`src/rtl/sample_compressor_if.sv`:
```
`default_nettype none
// sample_compressor_if -- raw-sample input, compressed-word output and status bundle.
// Revision 1.0
interface sample_compressor_if #(
  parameter int WIDTH = 60
);
  logic [15:0]      sample;
  logic             sample_strobe;
  logic             sample_ready;
  logic             flush;
  logic [15:0]      out_data;
  logic             out_valid;
  logic             out_ready;
  logic [WIDTH-1:0] index;
  logic             overflow;

  modport master (
    output sample, sample_strobe, flush, out_ready,
    input  sample_ready, out_data, out_valid, index, overflow
  );

  modport slave (
    input  sample, sample_strobe, flush, out_ready,
    output sample_ready, out_data, out_valid, index, overflow
  );
endinterface
`default_nettype wire

```
`src/rtl/sample_compressor.sv`:
```
`default_nettype none
// sample_compressor -- run-length compressor: a repeated pair is followed by a repeat count word.
// Revision 1.0
module sample_compressor #(
  parameter int WIDTH = 60
) (
  input  logic                clk,
  input  logic                rst_n,
  sample_compressor_if.slave  bus
);

  localparam logic [1:0]  S_FIRST   = 2'd0;
  localparam logic [1:0]  S_CMP     = 2'd1;
  localparam logic [1:0]  S_RUN     = 2'd2;
  localparam logic [15:0] C_RUN_SAT = 16'hFFFF;

  logic [1:0]       state_q, state_d, mid_state;
  logic [15:0]      last_q, last_d;
  logic [15:0]      count_q, count_d, mid_count;
  logic [WIDTH-1:0] index_q;
  logic             overflow_q;

  logic [15:0]      fifo_q [4];
  logic [1:0]       wr_ptr_q, rd_ptr_q;
  logic [2:0]       occ_q, occ_d;

  logic             w_ready, w_accept, w_flush, w_same, w_pop;
  logic [15:0]      w_cnt_inc;
  logic             push0, push1;
  logic [15:0]      word0, word1;
  logic [1:0]       w_npush;

  // Readiness uses registered occupancy so a worst-case double push always fits.
  assign w_ready   = (occ_q <= 3'd2);
  assign w_accept  = bus.sample_strobe && w_ready;
  assign w_flush   = bus.flush && w_ready;
  assign w_same    = (bus.sample == last_q);
  assign w_cnt_inc = count_q + 16'd1;
  assign w_pop     = (occ_q != 3'd0) && bus.out_ready;

  always_ff @(posedge clk or negedge rst_n) begin
    if (!rst_n) begin
      state_q <= S_FIRST;
      last_q  <= 16'd0;
      count_q <= 16'd0;
    end else begin
      state_q <= state_d;
      last_q  <= last_d;
      count_q <= count_d;
    end
  end

  always_comb begin
    mid_state = state_q;
    mid_count = count_q;
    last_d    = last_q;
    if (w_accept) begin
      case (state_q)
        S_FIRST: begin
          mid_state = S_CMP;
          last_d    = bus.sample;
        end
        S_CMP: begin
          last_d = bus.sample;
          if (w_same) begin
            mid_state = S_RUN;
            mid_count = 16'd0;
          end
        end
        S_RUN: begin
          if (w_same) begin
            mid_count = (w_cnt_inc == C_RUN_SAT) ? 16'd0 : w_cnt_inc;
          end else begin
            last_d    = bus.sample;
            mid_state = S_CMP;
          end
        end
        default: mid_state = S_FIRST;
      endcase
    end
    state_d = mid_state;
    count_d = mid_count;
    // Flush closes a run that is still open after this cycle's sample.
    if (w_flush && (mid_state == S_RUN)) begin
      state_d = S_FIRST;
      count_d = 16'd0;
    end
  end

  always_comb begin
    push0 = 1'b0;
    push1 = 1'b0;
    word0 = 16'd0;
    word1 = 16'd0;
    if (w_accept) begin
      case (state_q)
        S_FIRST, S_CMP: begin
          push0 = 1'b1;
          word0 = bus.sample;
        end
        S_RUN: begin
          if (w_same) begin
            if (w_cnt_inc == C_RUN_SAT) begin
              push0 = 1'b1;
              word0 = C_RUN_SAT;
            end
          end else begin
            push0 = 1'b1;
            word0 = count_q;
            push1 = 1'b1;
            word1 = bus.sample;
          end
        end
        default: ;
      endcase
    end
    if (w_flush && (mid_state == S_RUN)) begin
      if (push0) begin
        push1 = 1'b1;
        word1 = mid_count;
      end else begin
        push0 = 1'b1;
        word0 = mid_count;
      end
    end
  end

  always_ff @(posedge clk or negedge rst_n) begin
    if (!rst_n) begin
      index_q    <= '0;
      overflow_q <= 1'b0;
    end else begin
      if (w_accept)
        index_q <= index_q + {{(WIDTH-1){1'b0}}, 1'b1};
      if (bus.sample_strobe && !w_ready)
        overflow_q <= 1'b1;
    end
  end

  assign w_npush = {1'b0, push0} + {1'b0, push1};
  assign occ_d   = occ_q + {1'b0, w_npush} - {2'b00, w_pop};

  always_ff @(posedge clk or negedge rst_n) begin
    if (!rst_n) begin
      wr_ptr_q <= 2'd0;
      rd_ptr_q <= 2'd0;
      occ_q    <= 3'd0;
    end else begin
      wr_ptr_q <= wr_ptr_q + w_npush;
      rd_ptr_q <= rd_ptr_q + {1'b0, w_pop};
      occ_q    <= occ_d;
    end
  end

  // Pushes only ever land in free slots, so the head word stays put while stalled.
  always_ff @(posedge clk) begin
    if (push0)
      fifo_q[wr_ptr_q] <= word0;
    if (push1)
      fifo_q[wr_ptr_q + 2'd1] <= word1;
  end

  assign bus.sample_ready = w_ready;
  assign bus.out_valid    = (occ_q != 3'd0);
  assign bus.out_data     = fifo_q[rd_ptr_q];
  assign bus.index        = index_q;
  assign bus.overflow     = overflow_q;

endmodule
`default_nettype wire

```
`src/flat_wrapper.sv`:
```
// flat-port wrapper written by rule: the top's interface ports become plain ports
module sample_compressor_flat 
#(
  parameter int WIDTH = 60
)
  (clk, rst_n, bus_sample, bus_sample_strobe, bus_flush, bus_out_ready, bus_sample_ready, bus_out_data, bus_out_valid, bus_index, bus_overflow);
  sample_compressor_if #(.WIDTH(WIDTH)) bus_i ();
  input  logic clk;
  input  logic rst_n;
  input wire logic [$bits(bus_i.sample)-1:0] bus_sample;
  input wire logic [$bits(bus_i.sample_strobe)-1:0] bus_sample_strobe;
  input wire logic [$bits(bus_i.flush)-1:0] bus_flush;
  input wire logic [$bits(bus_i.out_ready)-1:0] bus_out_ready;
  output wire logic [$bits(bus_i.sample_ready)-1:0] bus_sample_ready;
  output wire logic [$bits(bus_i.out_data)-1:0] bus_out_data;
  output wire logic [$bits(bus_i.out_valid)-1:0] bus_out_valid;
  output wire logic [$bits(bus_i.index)-1:0] bus_index;
  output wire logic [$bits(bus_i.overflow)-1:0] bus_overflow;
  assign bus_i.sample = bus_sample;
  assign bus_i.sample_strobe = bus_sample_strobe;
  assign bus_i.flush = bus_flush;
  assign bus_i.out_ready = bus_out_ready;
  assign bus_sample_ready = bus_i.sample_ready;
  assign bus_out_data = bus_i.out_data;
  assign bus_out_valid = bus_i.out_valid;
  assign bus_index = bus_i.index;
  assign bus_overflow = bus_i.overflow;
  sample_compressor #(.WIDTH(WIDTH)) u_core (.clk(clk), .rst_n(rst_n), .bus(bus_i));
endmodule
```
`config.mk`:
```
export PLATFORM = sky130hd
export DESIGN_NAME = sample_compressor_flat
export DESIGN_NICKNAME = d
export VERILOG_FILES = /design/src/rtl/sample_compressor_if.sv /design/src/rtl/sample_compressor.sv /design/src/flat_wrapper.sv
export SDC_FILE = /design/constraint.sdc
export NUM_CORES = 1
export LEC_CHECK = 0
export ABC_AREA = 0
export CAP_MARGIN = 0
export CELL_PAD_IN_SITES_DETAIL_PLACEMENT = 0
export CELL_PAD_IN_SITES_GLOBAL_PLACEMENT = 1
export CORE_MARGIN = 2
export CORE_UTILIZATION = 47
export CTS_BUF_LIST = sky130_fd_sc_hd__clkbuf_8
export DETAILED_ROUTE_END_ITERATION = 8
export HOLD_SLACK_MARGIN = 0.05
export PLACE_DENSITY = 0.79
export SLEW_MARGIN = 20
export SYNTH_ARGS = -nofsm -noshare
export SYNTH_HDL_FRONTEND = slang
export SYNTH_SLANG_ARGS = --single-unit
```
`constraint.sdc`:
```
create_clock -name clk -period 6 [get_ports clk]
set_clock_uncertainty 0.05 [all_clocks]
set_input_delay 1.2 -clock clk [delete_from_list [all_inputs] [get_ports clk]]
set_output_delay 1.2 -clock clk [all_outputs]
set_load 0.01 [all_outputs]
```
==> impl_metrics.json <==
{
  "yosys_most_used_dff": "dfrtp_1",
  "postLayoutCoreUtil_pct": 56.3,
  "n_antenna_cell": 0,
  "timing.setup.tns_ps": 0,
  "syn_to_final_growth_pct": 18.0,
  "peakVddDrop_mv": 0.173,
  "cts_buffer_depth": 2,
  "reg2reg_from": "u_core.count_q[0]",
  "drt-initial-drc-count": 434,
  "yosysSeqAreaShare_pct": 50.3,
  "row_count": 50,
  "netlist_top_cells_area": "dfrtp_1 29%, edfxtp_1 22%, xnor2_1 6.1%",
  "track_usage_pct": 22.9,
  "fin_total_pwr_w": 0.00349,
  "multiInputGateArea_um2": 4180,
  "stdcell_count": 1098,
  "die_h_um": 142,
  "antenna_left": 0,
  "register_area_um2": 4480,
  "fmax_ghz": 0.207,
  "yosysTopAreaCellShare_pct": 28.7,
  "grt_pass1_vias": 6588,
  "critPathLaunch": "bus_sample[11]",
  "cts-resized-gates": 0,
  "nets": 886,
  "drive_above_1_share_pct": 11.1,
  "place_congestion": 0.865,
  "cap_viol_max_count": 0,
  "clkSlewWorstSetupHoldPaths_ps": 100,
  "p_leak_nw": 4.42,
  "setup_viol": 0,
  "syn-cell-area_um2": 8900,
  "synthesis.nets": 796,
  "rsz0062_at_grt": "no",
  "min_from": "u_core.bus.index[59]",
  "outcome": "complete, no violations",
  "worst_pin_slew_ps": 1090,
  "initial_core_util_pct": 47.7,
  "hp-class": "flip-flop to flip-flop",
  "cts_setup_buffers": 0,
  "ys_warn_count": 0,
  "core-area_um2": 18600,
  "cp-start-kind": "primary input",
  "slew_headroom_pct": 26.5,
  "power_density_nw_per_um2": 333,
  "period_share_pct": 80.7,
  "syn_avg_cell_area_um2": 11.7,
  "drc": 0,
  "placedCellCount": 1066,
  "rrSetupSlack_ps": 1810,
  "antenna_found_initial": 0,
  "portBuffers": 99,
  "ioPinCount": 100,
  "grt_pass1_wl_um": 35500,
  "design_area_um2": 10500,
  "grt_max_degree": 67,
  "finalMaxSlewViolations": 0,
  "critPathMaxFanout": 8,
  "vias_per_cell": 5.79,
  "arrival_ps": 5170,
  "cp_data_required_time_ps": 6320,
  "synth_cells": 761,
  "holdBufCountCts": 0,
  "fill_cells": 1557,
  "wl_per_cell_um": 19.9,
  "period_needed_ps": 4840,
  "dp_hpwl_um": 15300,
  "postPlaceCellArea_um2": 10100,
  "num_vias": 6352,
  "htree_num_levels": 4,
  "grt_overflow_total": 0,
  "worstSetupEndpointType": "flip-flop",
  "cts.sinks": 166,
  "clk_latency_ps": 460,
  "cts-root-buf": "clkbuf_8",
  "yosysTopAreaCell": "dfrtp_1",
  "cts_tree": "built",
  "die_w_um": 142,
  "synth-edff-count": 64,
  "dieArea_um2": 20100,
  "async_flop_share_pct": 61.4,
  "yosysUniqueCellTypes": 63,
  "synth.most_common_cell": "dfrtp_1",
  "finalHoldViolCount": 0,
  "wl_um": 21800,
  "drt-pass1-iter-count": 6,
  "crit_type": "primary input to flip-flop",
  "synth.top_cells.by_count": "102 x dfrtp_1, 64 x edfxtp_1, 62 x xnor2_1",
  "cts_made_buffers": 17,
  "ys_ff_latch": 166
}
## cells in the final DEF (no fill, tap or decap), types with 11 or more instances in the layout
| master | count |
|---|---|
| mux2i_1 | 53 |
| nand4_1 | 25 |
| nor2b_1 | 12 |
| buf_4 | 12 |
| a22oi_1 | 25 |
| and2_1 | 12 |
| and3_1 | 19 |
| dfrtp_1 | 101 |
| mux2_2 | 19 |
| clkdlybuf4s50_1 | 98 |
| mux4_2 | 16 |
| mux2_1 | 13 |
| nor3_1 | 11 |
| ha_1 | 13 |
| nand3_1 | 25 |
| nand2_1 | 57 |
| xor2_1 | 23 |
| nor2_1 | 34 |
| xnor2_1 | 62 |
| a21oi_1 | 25 |
| inv_1 | 28 |
| clkbuf_8 | 19 |
| edfxtp_1 | 64 |
## cells by family after synthesis
kind of cell | Yosys count | synth area share, %
buffers and inverters | 66 | 3.23
muxes | 101 | 14.1
DFF | 166 | 50.3
and+or+nand+nor | 218 | 12.9
xor gates and xnor gates | 85 | 8.36
adders and majority gates | 14 | 2.05
AOI/OAI and AO/OA | 111 | 9.10
## layer usage
layer  part of all wire (%)  routed length, um  up-vias  GRT usage, %
met5                      0                  0        -             0
met4                    1.9                416        0          8.68
li1                       -                  -     2972             -
met2                     49              10600      185          37.6
met1                     43               9450     3165          29.7
met3                    6.2               1350       30          5.20
## critical path, cell delays in order
cell             delay (ps)
clkdlybuf4s50_1         500
xnor2_1                 310
nand4_1                 160
nor4_2                  600
o21ai_0                 230
a41o_2                  300
nor2_1                  500
inv_1                   110
ha_1                    330
ha_1                    220
fa_1                    370
xnor2_1                 180
xnor2_1                 150
## power by group
part | switching, W | internal [W] | leakage (nW)
sequential | 0.000200 | 0.00142 | 1.94
clock | 0.000439 | 0.000357 | 0.202
combinational | 0.000524 | 0.000558 | 2.28
total | 0.00116 | 0.00233 | 4.42
## final cells by class
class	count	share of cell area [%]
Clock inverter	13	1.17
Multi-Input combinational cell	529	39.8
Timing Repair Buffer	110	10.2
Sequential cell	166	42.6
Tap cell	234	2.79
Clock buffer	19	2.49
Inverter	27	0.965
## path summary, 6_finish.rpt
check                                       end  cells past startpoint
min in group asynchronous    u_core.count_q[11]                      1
min                        u_core.bus.index[59]                      1
max reg2reg                     u_core.occ_q[2]                     13
max                             u_core.occ_q[2]                     13
max in group asynchronous    u_core.rd_ptr_q[0]                      2
min reg2reg                u_core.bus.index[59]                      1
## state kept, by name (all words and copies together), names as in the netlist
name                 cells
u_core.fifo_q           64
u_core.bus.index        60
u_core.count_q          16
u_core.last_q           16
u_core.occ_q             3
u_core.rd_ptr_q          2
u_core.state_q           2
u_core.wr_ptr_q          2
u_core.bus.overflow      1
## metrics by stage
step	hold WS (ps)	setup slack, ps
2_1_floorplan	409	1090
3_3_place_gp	407	802
3_5_place_dp	424	712
4_1_cts	444	1180
5_1_grt	458	804
6_report	433	1160
Note: power is estimated with default switching activity, not from simulation.
